File: src/rtl/pipeline_sequencer_if.sv
// Command/status bundle between the debug unit (master) and the pipeline
// run/step/halt sequencer (slave). Instruction seen at IF rides along so
// the sequencer can spot HALT at fetch.
interface pipeline_sequencer_if #(
  parameter int LENGTH_INSTRUCTION = 32,
  parameter int CANT_BITS_CICLOS   = 32
);

  // Debug-unit commands, one-cycle pulses
  logic                          i_cmd_run;
  logic                          i_cmd_step;
  logic                          i_cmd_stop;
  logic                          i_cmd_clear;

  // Instruction currently presented by the fetch stage
  logic [LENGTH_INSTRUCTION-1:0] i_instruction_if;

  // Enables and status back to the stages and the debug unit
  logic                          o_enable_pipeline;
  logic                          o_enable_etapa;
  logic                          o_enable_fetch;
  logic                          o_halted;
  logic                          o_step_done;
  logic [CANT_BITS_CICLOS-1:0]   o_cycle_count;
  logic [2:0]                    o_state;

  modport master (
    output i_cmd_run, i_cmd_step, i_cmd_stop, i_cmd_clear, i_instruction_if,
    input  o_enable_pipeline, o_enable_etapa, o_enable_fetch, o_halted,
           o_step_done, o_cycle_count, o_state
  );

  modport slave (
    input  i_cmd_run, i_cmd_step, i_cmd_stop, i_cmd_clear, i_instruction_if,
    output o_enable_pipeline, o_enable_etapa, o_enable_fetch, o_halted,
           o_step_done, o_cycle_count, o_state
  );

endinterface

File: src/rtl/pipeline_sequencer.sv
// Run/step/halt controller for the MIPS pipeline. Produces the per-cycle
// enables for every stage, stops fetching when HALT reaches IF, lets the
// in-flight instructions drain for a fixed number of cycles and then parks
// the pipeline. Also counts enabled cycles for the debug report.
// Enables are Moore-decoded straight from the state register so an
// asynchronous reset drops them in the same cycle.
module pipeline_sequencer #(
  parameter int              LENGTH_INSTRUCTION = 32,
  parameter int              CANT_BITS_OPCODE   = 6,
  parameter logic [5:0]      HALT_OPCODE        = 6'b111111,
  parameter int              CANT_CICLOS_DRAIN  = 4,
  parameter int              CANT_BITS_CICLOS   = 32
) (
  input  logic                 i_clock,
  input  logic                 i_reset,
  pipeline_sequencer_if.slave  bus
);

  // Drain length is limited to 1..15, so 4 bits always suffice
  localparam int DRAIN_W = 4;
  localparam logic [DRAIN_W-1:0] DRAIN_LOAD = DRAIN_W'(CANT_CICLOS_DRAIN);
  localparam logic [CANT_BITS_CICLOS-1:0] COUNT_MAX = {CANT_BITS_CICLOS{1'b1}};

  typedef enum logic [2:0] {
    IDLE   = 3'd0,
    RUN    = 3'd1,
    STEP   = 3'd2,
    DRAIN  = 3'd3,
    HALTED = 3'd4
  } state_t;

  state_t                      state_reg;
  state_t                      state_next;
  logic [DRAIN_W-1:0]          drain_count_reg;
  logic [DRAIN_W-1:0]          drain_count_next;
  logic [CANT_BITS_CICLOS-1:0] cycle_count_reg;
  logic                        step_done_reg;

  logic                        count_clear;
  logic                        stages_active;
  logic                        halt_hit;
  logic [CANT_BITS_OPCODE-1:0] opcode_if;

  assign opcode_if = bus.i_instruction_if[LENGTH_INSTRUCTION-1 -: CANT_BITS_OPCODE];

  // HALT only matters while fetch is actually enabled
  assign halt_hit = ((state_reg == RUN) || (state_reg == STEP)) &&
                    (opcode_if == HALT_OPCODE[CANT_BITS_OPCODE-1:0]);

  assign stages_active = (state_reg == RUN) || (state_reg == STEP) ||
                         (state_reg == DRAIN);

  // State and drain counter registers
  always_ff @(posedge i_clock or posedge i_reset) begin
    if (i_reset) begin
      state_reg       <= IDLE;
      drain_count_reg <= '0;
    end else begin
      state_reg       <= state_next;
      drain_count_reg <= drain_count_next;
    end
  end

  // Next-state logic: command decode, halt detection and drain countdown
  always_comb begin
    state_next       = state_reg;
    drain_count_next = drain_count_reg;
    count_clear      = 1'b0;
    case (state_reg)
      IDLE: begin
        count_clear = bus.i_cmd_clear;
        // stop outranks run, run outranks step; stop alone is a no-op here
        if (bus.i_cmd_stop) begin
          state_next = IDLE;
        end else if (bus.i_cmd_run) begin
          state_next = RUN;
        end else if (bus.i_cmd_step) begin
          state_next = STEP;
        end
      end
      RUN: begin
        // A fetched HALT wins over a simultaneous stop
        if (halt_hit) begin
          state_next       = DRAIN;
          drain_count_next = DRAIN_LOAD;
        end else if (bus.i_cmd_stop) begin
          state_next = IDLE;
        end
      end
      STEP: begin
        if (halt_hit) begin
          state_next       = DRAIN;
          drain_count_next = DRAIN_LOAD;
        end else begin
          state_next = IDLE;
        end
      end
      DRAIN: begin
        // Commands are ignored so the drain always completes. A zero count
        // can only come from a corrupted register; park rather than wrap.
        drain_count_next = drain_count_reg - 1'b1;
        if (drain_count_reg <= DRAIN_W'(1)) begin
          state_next = HALTED;
        end
      end
      HALTED: begin
        if (bus.i_cmd_clear) begin
          count_clear = 1'b1;
          state_next  = IDLE;
        end
      end
      default: begin
        // Illegal encodings recover to IDLE on the next edge
        state_next = IDLE;
      end
    endcase
  end

  // Enabled-cycle counter: clear first, otherwise saturating increment
  always_ff @(posedge i_clock or posedge i_reset) begin
    if (i_reset) begin
      cycle_count_reg <= '0;
    end else if (count_clear) begin
      cycle_count_reg <= '0;
    end else if (stages_active && (cycle_count_reg != COUNT_MAX)) begin
      cycle_count_reg <= cycle_count_reg + 1'b1;
    end
  end

  // Step-completion pulse, one cycle after any STEP cycle
  always_ff @(posedge i_clock or posedge i_reset) begin
    if (i_reset) begin
      step_done_reg <= 1'b0;
    end else begin
      step_done_reg <= (state_reg == STEP);
    end
  end

  // Moore output decode
  always_comb begin
    bus.o_enable_pipeline = stages_active;
    bus.o_enable_etapa    = stages_active;
    bus.o_enable_fetch    = (state_reg == RUN) || (state_reg == STEP);
    bus.o_halted          = (state_reg == HALTED);
    bus.o_step_done       = step_done_reg;
    bus.o_cycle_count     = cycle_count_reg;
    bus.o_state           = state_reg;
  end

endmodule
File: src/flat_wrapper.sv
// flat-port wrapper written by rule: the top's interface ports become plain ports
module pipeline_sequencer_flat 
#(
  parameter int              LENGTH_INSTRUCTION = 32,
  parameter int              CANT_BITS_OPCODE   = 6,
  parameter logic [5:0]      HALT_OPCODE        = 6'b111111,
  parameter int              CANT_CICLOS_DRAIN  = 4,
  parameter int              CANT_BITS_CICLOS   = 32
)
  (i_clock, i_reset, bus_i_cmd_run, bus_i_cmd_step, bus_i_cmd_stop, bus_i_cmd_clear, bus_i_instruction_if, bus_o_enable_pipeline, bus_o_enable_etapa, bus_o_enable_fetch, bus_o_halted, bus_o_step_done, bus_o_cycle_count, bus_o_state);
  pipeline_sequencer_if #(.LENGTH_INSTRUCTION(LENGTH_INSTRUCTION), .CANT_BITS_CICLOS(CANT_BITS_CICLOS)) bus_i ();
  input  logic i_clock;
  input  logic i_reset;
  input wire logic [$bits(bus_i.i_cmd_run)-1:0] bus_i_cmd_run;
  input wire logic [$bits(bus_i.i_cmd_step)-1:0] bus_i_cmd_step;
  input wire logic [$bits(bus_i.i_cmd_stop)-1:0] bus_i_cmd_stop;
  input wire logic [$bits(bus_i.i_cmd_clear)-1:0] bus_i_cmd_clear;
  input wire logic [$bits(bus_i.i_instruction_if)-1:0] bus_i_instruction_if;
  output wire logic [$bits(bus_i.o_enable_pipeline)-1:0] bus_o_enable_pipeline;
  output wire logic [$bits(bus_i.o_enable_etapa)-1:0] bus_o_enable_etapa;
  output wire logic [$bits(bus_i.o_enable_fetch)-1:0] bus_o_enable_fetch;
  output wire logic [$bits(bus_i.o_halted)-1:0] bus_o_halted;
  output wire logic [$bits(bus_i.o_step_done)-1:0] bus_o_step_done;
  output wire logic [$bits(bus_i.o_cycle_count)-1:0] bus_o_cycle_count;
  output wire logic [$bits(bus_i.o_state)-1:0] bus_o_state;
  assign bus_i.i_cmd_run = bus_i_cmd_run;
  assign bus_i.i_cmd_step = bus_i_cmd_step;
  assign bus_i.i_cmd_stop = bus_i_cmd_stop;
  assign bus_i.i_cmd_clear = bus_i_cmd_clear;
  assign bus_i.i_instruction_if = bus_i_instruction_if;
  assign bus_o_enable_pipeline = bus_i.o_enable_pipeline;
  assign bus_o_enable_etapa = bus_i.o_enable_etapa;
  assign bus_o_enable_fetch = bus_i.o_enable_fetch;
  assign bus_o_halted = bus_i.o_halted;
  assign bus_o_step_done = bus_i.o_step_done;
  assign bus_o_cycle_count = bus_i.o_cycle_count;
  assign bus_o_state = bus_i.o_state;
  pipeline_sequencer #(.LENGTH_INSTRUCTION(LENGTH_INSTRUCTION), .CANT_BITS_OPCODE(CANT_BITS_OPCODE), .HALT_OPCODE(HALT_OPCODE), .CANT_CICLOS_DRAIN(CANT_CICLOS_DRAIN), .CANT_BITS_CICLOS(CANT_BITS_CICLOS)) u_core (.i_clock(i_clock), .i_reset(i_reset), .bus(bus_i));
endmodule
File: config.mk
export PLATFORM = sky130hd
export DESIGN_NAME = pipeline_sequencer_flat
export DESIGN_NICKNAME = d
export VERILOG_FILES = /design/src/rtl/pipeline_sequencer_if.sv /design/src/rtl/pipeline_sequencer.sv /design/src/flat_wrapper.sv
export SDC_FILE = /design/constraint.sdc
export NUM_CORES = 1
export LEC_CHECK = 0
export BUFFER_PORTS_ARGS = -buffer_cell sky130_fd_sc_hd__buf_2
export CAP_MARGIN = 20
export CORE_UTILIZATION = 51
export DETAILED_ROUTE_END_ITERATION = 7
export GPL_ROUTABILITY_DRIVEN = 0
export PLACE_DENSITY = 0.8
export SYNTH_ARGS = -nofsm -noshare
export SYNTH_HDL_FRONTEND = slang
export SYNTH_SLANG_ARGS = --single-unit
export TNS_END_PERCENT = 5
File: constraint.sdc
create_clock -name i_clock -period 2.7 [get_ports i_clock]
set_clock_uncertainty 0.15 [all_clocks]
set_input_delay 0.135 -clock i_clock [delete_from_list [all_inputs] [get_ports i_clock]]
set_output_delay 0.135 -clock i_clock [all_outputs]
set_load 0.02 [all_outputs]
Yosys cells after proc, flatten, opt, wreduce, memory -nomap -nowiden. Index checks and enable logic that the tools add are counted.

Mux-type cells: 15. Reduce and logical (&&, ||, !) cells: 10. Add/sub/neg operators: 2. Magnitude comparators: 1. Eq/ne operators: 11.

Operator list (number): $mux W32 (2); $add A32 B1 Y32 const B (1); $ne A32 B32 Y1 const B (1); $mux W3 (7); $pmux W3 S5 (1); $pmux W4 S2 (1); $eq A3 B2 Y1 const B (2); $eq A6 B6 Y1 const B (1); $le A4 B1 Y1 const B (1); $mux W4 (1); $ne A2 B2 Y1 const B (2); $ne A4 B4 Y1 const B (1); $reduce_and A4 Y1 (1); $reduce_bool A2 Y1 (2); $sub A4 B1 Y4 const B (1); $eq A3 B1 Y1 const B (1); $eq A3 B3 Y1 const B (1); $logic_not A3 Y1 (1); $ne A3 B2 Y1 const B (1); $logic_and A1 B1 Y1 (2); $logic_or A1 B1 Y1 (2); $mux W2 (1); $ne A2 B1 Y1 const B (1); $pmux W1 S2 (1); other kinds (3) (3).

Bits in registers: 40. Bits of input ports: 38. Output and inout bits: 40.

Logic depth before layout (Yosys ltp). Gate-level depths: netlist of the first run.

Depth in word-level cells: 6. Gate-level depth with buffers: 8. Mapped depth without buffers: 6.

Least setup slack after synthesis of the first run. OpenSTA, ideal clock, no wires.

Kind: register to register. Start: reg u_core.cycle_count_reg[0], in the netlist u_core.bus.o_cycle_count[0]. End: reg u_core.cycle_count_reg[20], in the netlist u_core.bus.o_cycle_count[20]. Setup time: 64 ps. Clock period less this slack: 2183 ps. Arrival time: 1968 ps. Stages on the path, launching flop included: 8. Slack: 517 ps. Required time: 2486 ps. Cells stage by stage: dfrtp_1 > ha_1 > nand4_1 > or2_1 > buf_2 > or4_1 > a211oi_1 > a21o_1.

Cells in the longest elaborated chain, start to end: 3. Elaborated cells on any way between the ends: 6.

RTL lines: start, declared (line pipeline_sequencer.sv:36) `logic [CANT_BITS_CICLOS-1:0] cycle_count_reg;`; start signal, assigned (line pipeline_sequencer.sv:126) `cycle_count_reg <= cycle_count_reg + 1'b1;`; $add A32 B1 Y32 or $ne A32 B32 Y1 (tied branches) (line pipeline_sequencer.sv:126, pipeline_sequencer.sv:125); $mux W32 or $logic_and A1 B1 Y1 (tied branches) (line pipeline_sequencer.sv:125) `end else if (stages_active && (cycle_count_reg != COUNT_MAX)) begin`; $mux W32 or $reduce_bool A2 Y1 (tied branches).

Several ways; a longest one is shown, not always the timed one. The select of a mux whose other input is x is not followed. A chain may end at the register's enable or synchronous reset.

Final worst setup path of the first run.
Start: reg u_core.cycle_count_reg[0], in the netlist u_core.bus.o_cycle_count[0]. End: reg u_core.cycle_count_reg[22], in the netlist u_core.bus.o_cycle_count[22].

Same word-level chain as after synthesis.

==> results.py, run 1 <==
metrics = {
    "outcome": {
        "status": "finished, violations left",
        "violations": "DRC",
    },
    "yosys": {
        "yosys.area.top_type_share_pct": 41.1,
        "ys.flop_type": "dfrtp_1",
        "syn_nets": 312,
        "yosys.area.top_type": "dfrtp_1",
        "synthArstFlopShare_pct": 100,
        "ys_seq_area_share_pct": 41.1,
        "yosys_warnings": 0,
        "synth_area_leaders": "dfrtp_1 (41%), nand2_1 (5.2%), nand3_1 (3.7%)",
        "ys_ff_latch": 40,
        "syn_area_sq_um": 2430,
        "synth_edf_count": 0,
        "synth_cells": 271,
        "synthDistinctLibCells": 54,
        "syn_avg_cell_area_sq_um": 8.98,
    },
    "layout": {
        "ff_latch_area_sq_um": 1000,
        "final_layout_size_suffix_gt1_share_pct": 25.5,
        "finalNonFillerCells": 374,
        "multiInputGateArea_sq_um": 1330,
        "fill_cells": 391,
        "largest_reg_flops": 32,
        "nNetsFinal": 362,
        "syn2layout_area_growth_pct": 15.3,
        "diodes": 0,
    },
    "floorplanning": {
        "die_area_sq_um": 5050,
        "core-area_sq_um": 4470,
        "start_util_pct": 54.4,
        "ios": 78,
        "die_w_um": 71.1,
        "dieHeight_um": 71.1,
        "row_count": 24,
    },
    "cts": {
        "cts_tree": "done",
        "cts-buffers-inserted": 5,
        "clk_pin_slew_ns": 0.08,
        "h-tree-depth": 2,
        "cts-root-buf": "clkbuf_8",
        "cts_setup_buffers": 0,
        "cts_buffer_depth": 2,
        "worst_skew_pair.late_latency_ns": 0.30,
        "cts.sinks": 40,
    },
    "timing": {
        "fin_crit_sh_pct": 89.3,
        "whs_ns": 0.0196,
        "period_needed_ns": 2.41,
        "finalMaxSlewViolations": 0,
        "finalHoldViolCount": 0,
        "worstMarginPinSlew_ns": 0.663,
        "relSlewSlack_pct": 55.7,
        "fmax_mhz": 415,
        "setup_viol": 0,
        "setup_ws_ns": 0.289,
        "grt_setup_unrepaired": "no",
        "finalSetupTns_ns": 0,
    },
    "detailed_routing": {
        "totalWireLength_um": 5900,
        "drtPass1Iterations": 6,
        "drt_iter0_drc": 198,
        "wire_per_inst_um": 15.8,
        "vias": 2314,
        "drcViolationCount": 2,
        "vias_per_cell": 6.19,
        "ant_nets": 0,
    },
    "setup_path": {
        "critPathMaxFanout": 23,
        "critical_path_arrival_ns": 2.45,
        "startpoint_type": "flip-flop",
        "worstSetupPathType": "reg -> reg",
        "cp.required_ns": 2.74,
        "crit_path_end_kind": "flip-flop",
    },
    "grt": {
        "antenna_found_initial": 0,
        "grt_pass1_vias": 2097,
        "grt_usage_pct": 25.2,
        "grt_pass1_wl_um": 9990,
        "grt_max_degree": 41,
        "grt_remaining_overflow": 0,
    },
    "power": {
        "leakagePower_nw": 1.26,
        "p_per_area_nw_per_um2": 588,
        "power_mw": 1.65,
        "vdd_drop_max_v": 0.000381,
    },
    "place": {
        "portBuffers": 51,
        "pre_cts_ws_ns": 0.320,
        "place_inst": 365,
        "dpl.hpwl_um": 3980,
    },
    "job": {
        "cap_violations": 0,
    },
    "min_path": {
        "hold_path_class": "in -> reg",
    },
}
-- synth_stat cells, types with 2 or more instances --
| cell | instances |
|---|---|
| o21ai_0 | 11 |
| nor4_1 | 3 |
| nand3_1 | 18 |
| nand2b_1 | 3 |
| o41ai_1 | 2 |
| buf_6 | 3 |
| or4_1 | 9 |
| a21oi_1 | 11 |
| o311ai_0 | 2 |
| a31oi_1 | 7 |
| or2_2 | 2 |
| o2111ai_1 | 3 |
| a21o_1 | 2 |
| a221o_1 | 3 |
| and4_4 | 3 |
| a31o_2 | 7 |
| o2111a_1 | 2 |
| dfrtp_1 | 40 |
| inv_1 | 4 |
| o31ai_1 | 7 |
| and4_1 | 3 |
| clkbuf_1 | 4 |
| o211ai_1 | 3 |
| ha_1 | 3 |
| and3_1 | 2 |
| buf_2 | 5 |
| and2_1 | 5 |
| mux2i_1 | 6 |
| nand4_1 | 9 |
| nand2_1 | 34 |
| nor2_1 | 19 |
| nand3b_1 | 3 |
| nor3_1 | 10 |
| or3_1 | 3 |
-- kinds of logic after synthesis --
group | synth area share (%)
AOI/OAI and AO/OA | 18.9
xor gates and xnor gates | 0.720
DFF | 41.1
adders and majority gates | 1.54
muxes | 2.47
buffers and inverters | 4.26
and+or+nand+nor | 31.0
-- repair_timing --
item | in CTS | in global routing
hold endpoints to repair | 40 | 0
gates resized for setup | 0 | 0
hold buffers | 1 | 0
-- critical path, cell delays in order, from the launching register on --
cell and delay (ns):
dfrtp_1 0.45, ha_1 0.22, nand4_1 0.16, nor2_1 0.39
and4_4 0.47, nor2_4 0.12, a221o_1 0.33
-- layout make-up --
class / instances / area share (%)
well taps: 52 / 2.32
repair buffers: 57 / 10.8
multi-input cells: 212 / 47.4
inverters: 5 / 0.668
flip-flops and latches: 40 / 35.7
clock buffers: 8 / 3.21
-- routing by layer --
layer	up-vias	track usage [%]	routed length (um)
li1	1138	-	-
met1	1089	36.7	2800
met2	85	36.8	2690
met3	2	6.55	394
met4	0	8.22	21
met5	-	0	0
-- power breakdown --
part | total [mW] | switching [mW] | internal, mW
combinational | 0.507 | 0.351 | 0.156
sequential | 0.727 | 0.0731 | 0.654
clock | 0.416 | 0.208 | 0.208
total | 1.65 | 0.631 | 1.02
-- through the flow --
stage,area [sq um],utilization (%)
2_1_floorplan,2430,-
5_1_grt,2810,62.8
4_1_cts,2810,62.8
6_report,2810,62.8
3_5_place_dp,2710,60.5
3_3_place_gp,2710,60.5
-- worst paths after layout --
| kind | slack [ns] | startpoint | endpoint | cells after the start |
|---|---|---|---|---|
| setup / recovery | 0.29 | u_core.bus.o_cycle_count[0]$_DFFE_PP0P_ | u_core.bus.o_cycle_count[22]$_DFFE_PP0P_ | 6 |
| hold / removal | 0.02 | bus_i_cmd_clear | u_core.bus.o_state[2]$_DFFE_PP0P_ | 3 |
| setup reg to reg | 0.29 | u_core.bus.o_cycle_count[0]$_DFFE_PP0P_ | u_core.bus.o_cycle_count[22]$_DFFE_PP0P_ | 6 |
| hold reg to reg | 0.35 | u_core.drain_count_reg[3]$_DFFE_PP0P_ | u_core.drain_count_reg[3]$_DFFE_PP0P_ | 1 |
| max in group asynchronous | 1.69 | i_reset | u_core.bus.o_cycle_count[26]$_DFFE_PP0P_ | 4 |
| min in group asynchronous | 0.35 | i_reset | u_core.drain_count_reg[0]$_DFFE_PP0P_ | 4 |
-- placed cells by master (no fill, tap or decap), drive strengths merged, types with 4 or more instances in the layout --
cell type and instances:
clkbuf 8, or4 9, nor2 20, nand3 19
a21oi 12, and2 5, a31o 7, mux2i 6
nor4 4, dfrtp 40, inv 4, and4 6
nand4 9, nand2 34, buf 56, a31oi 7
o21ai 12, o31ai 7, nor3 11
Note: power is estimated with default switching activity, not from simulation.
==> run 2, diff against run 1 <==
Settings changed: PLACE_DENSITY 0.8 to 0.81.
==> run 2 against run 1 <==
  * The run still ends with DRC left
  * Critical path depth rose by 1
  * Global-route usage fell by 0.44 points
  * Register-to-register slack barely moved
  * Clock power fell by 14%
  * Clock-buffer cell count fell by 3
  * Non-clock buffer count did not move
  * Utilization fell by 0.48 points
  * Cell count fell by 0.80%
  * Sequential power barely moved
  * Via count rose by 1.2%
  * Critical endpoint is now u_core.bus.o_cycle_count[24]$_DFFE_PP0P_
  * Highest routed layer unchanged
==> results.py, run 2 (same netlist as run 1, synthesis figures left out) <==
metrics = {
    "power": {
        "vdd_drop_max_v": 0.000379,
        "p_sw_share_pct": 38.5,
        "p_int_uw": 968,
        "p_per_area_nw_per_um2": 565,
        "p_clk_share_pct": 22.8,
        "power_frac_comb_pct": 31.1,
        "seqPwrFrac_pct": 46.2,
        "leakagePower_nw": 1.25,
        "p_sw_uw": 607,
    },
    "floorplanning": {
        "start_util_pct": 54.4,
        "dieHeight_um": 71.1,
        "row_count": 24,
        "die_w_um": 71.1,
        "die_area_sq_um": 5050,
        "ios": 78,
        "core-area_sq_um": 4470,
    },
    "grt": {
        "antenna_found_initial": 0,
        "grt_pass1_wl_um": 9970,
        "grt_remaining_overflow": 0,
        "grt_usage_pct": 24.8,
        "grt_pass1_vias": 2189,
        "grt_max_degree": 41,
    },
    "cts": {
        "cts_setup_buffers": 0,
        "worst_skew_pair.late_latency_ns": 0.29,
        "cts-buffers-inserted": 5,
        "cts_buffer_depth": 2,
        "cts.sinks": 40,
        "ctsResizeCount": 0,
        "clk_pin_slew_ns": 0.07,
        "h-tree-depth": 2,
        "cts_hold_buf": 1,
        "cts_tree": "done",
        "cts-root-buf": "clkbuf_8",
    },
    "timing": {
        "period_needed_ns": 2.40,
        "relSlewSlack_pct": 55.0,
        "setup_viol": 0,
        "finalHoldViolCount": 0,
        "finalMaxSlewViolations": 0,
        "fmax_mhz": 417,
        "grt_setup_unrepaired": "no",
        "fin_crit_sh_pct": 88.8,
        "worstMarginPinSlew_ns": 0.673,
        "finalSetupTns_ns": 0,
    },
    "min_path": {
        "hold_path_class": "in -> reg",
        "min_from": "bus_i_cmd_clear",
    },
    "detailed_routing": {
        "wire_per_inst_um": 15.8,
        "ant_nets": 0,
        "vias_per_cell": 6.31,
        "drcViolationCount": 4,
        "drtPass1Iterations": 6,
        "drt_iter0_drc": 223,
        "vias": 2341,
        "totalWireLength_um": 5880,
    },
    "layout": {
        "ff_latch_area_sq_um": 1000,
        "design_area_sq_um": 2790,
        "diodes": 0,
        "multiInputGateArea_sq_um": 1330,
        "fill_cells": 382,
        "syn2layout_area_growth_pct": 14.4,
        "layout_common_cells": "buf_2 (51), dfrtp_1 (40), nand2_1 (34), nor2_1 (19), nand3_1 (18)",
        "final_layout_size_suffix_gt1_share_pct": 25.4,
        "nNetsFinal": 362,
        "largest_reg_flops": 32,
        "final_common_cell": "buf_2",
    },
    "outcome": {
        "violations": "DRC",
        "status": "finished, violations left",
    },
    "setup_path": {
        "critical_path_arrival_ns": 2.42,
        "cp.required_ns": 2.72,
        "r2r-start": "u_core.bus.o_cycle_count[0]$_DFFE_PP0P_",
        "max_stage_delay_ns": 0.47,
        "crit_path_end_kind": "flip-flop",
        "worstSetupPathType": "reg -> reg",
        "slowest_stage": "dfrtp_1",
        "critical_path.cell_chain": "ha_1 -> nand4_1 -> nor2_1 -> buf_4 -> and4_4 -> nor2_4 -> a221o_1",
        "crit_start": "u_core.bus.o_cycle_count[0]$_DFFE_PP0P_",
        "critPathMaxFanout": 23,
        "startpoint_type": "flip-flop",
    },
    "place": {
        "placed_cell_area_sq_um": 2710,
        "portBuffers": 51,
        "dpl.hpwl_um": 4070,
    },
    "job": {
        "cap_violations": 0,
    },
}
## run 2: final timing paths
path	end	slack (ns)	cells past startpoint
max in group asynchronous	u_core.bus.o_cycle_count[0]$_DFFE_PP0P_	1.68	4
hold / removal	u_core.bus.o_state[2]$_DFFE_PP0P_	0.03	3
hold reg to reg	u_core.drain_count_reg[3]$_DFFE_PP0P_	0.35	1
min in group asynchronous	u_core.bus.o_cycle_count[2]$_DFFE_PP0P_	0.36	4
setup reg to reg	u_core.bus.o_cycle_count[24]$_DFFE_PP0P_	0.30	7
setup / recovery	u_core.bus.o_cycle_count[24]$_DFFE_PP0P_	0.30	7
## run 2: layout make-up
cell class	instances	area share (%)
repair buffers	57	10.9
multi-input cells	212	47.7
flip-flops and latches	40	35.9
inverters	5	0.674
well taps	52	2.33
clock buffers	5	2.47
## run 2: critical path, delay by kind of cell (launching register included)
kind	cells	cell delay, ns
simple gates	4	0.91
flops	1	0.47
compound gates	1	0.34
fa+ha+maj	1	0.24
buf+inv	1	0.18
## run 2: layer usage
layer  share of wire, %  GRT usage, %  up-vias
met5                  0             0        -
met4                1.3          9.11        0
met3                5.9          3.70        9
met2                 47          38.8       84
met1                 46          35.0     1114
li1                   -             -     1134
## run 2: power groups by stage
stage / combinational (mW) / sequential (mW) / clock, mW
2_1_floorplan: 0.332 / 0.747 / 0
3_3_place_gp: 0.478 / 0.732 / 0
5_1_grt: 0.549 / 0.736 / 0.387
6_report: 0.489 / 0.727 / 0.358
4_1_cts: 0.489 / 0.724 / 0.368
3_5_place_dp: 0.485 / 0.735 / 0
## run 2: per-stage QoR
stage	power, mW	util [%]	std cells	hold WS, ns	setup WS (ns)
3_5_place_dp	1.22	60.5	365	0.140	0.347
4_1_cts	1.58	62.3	371	0.0205	0.342
2_1_floorplan	1.08	-	271	0.191	0.517
6_report	1.57	62.3	371	0.0260	0.302
3_3_place_gp	1.21	60.5	365	0.140	0.457
5_1_grt	1.67	62.3	371	0.0438	0.201
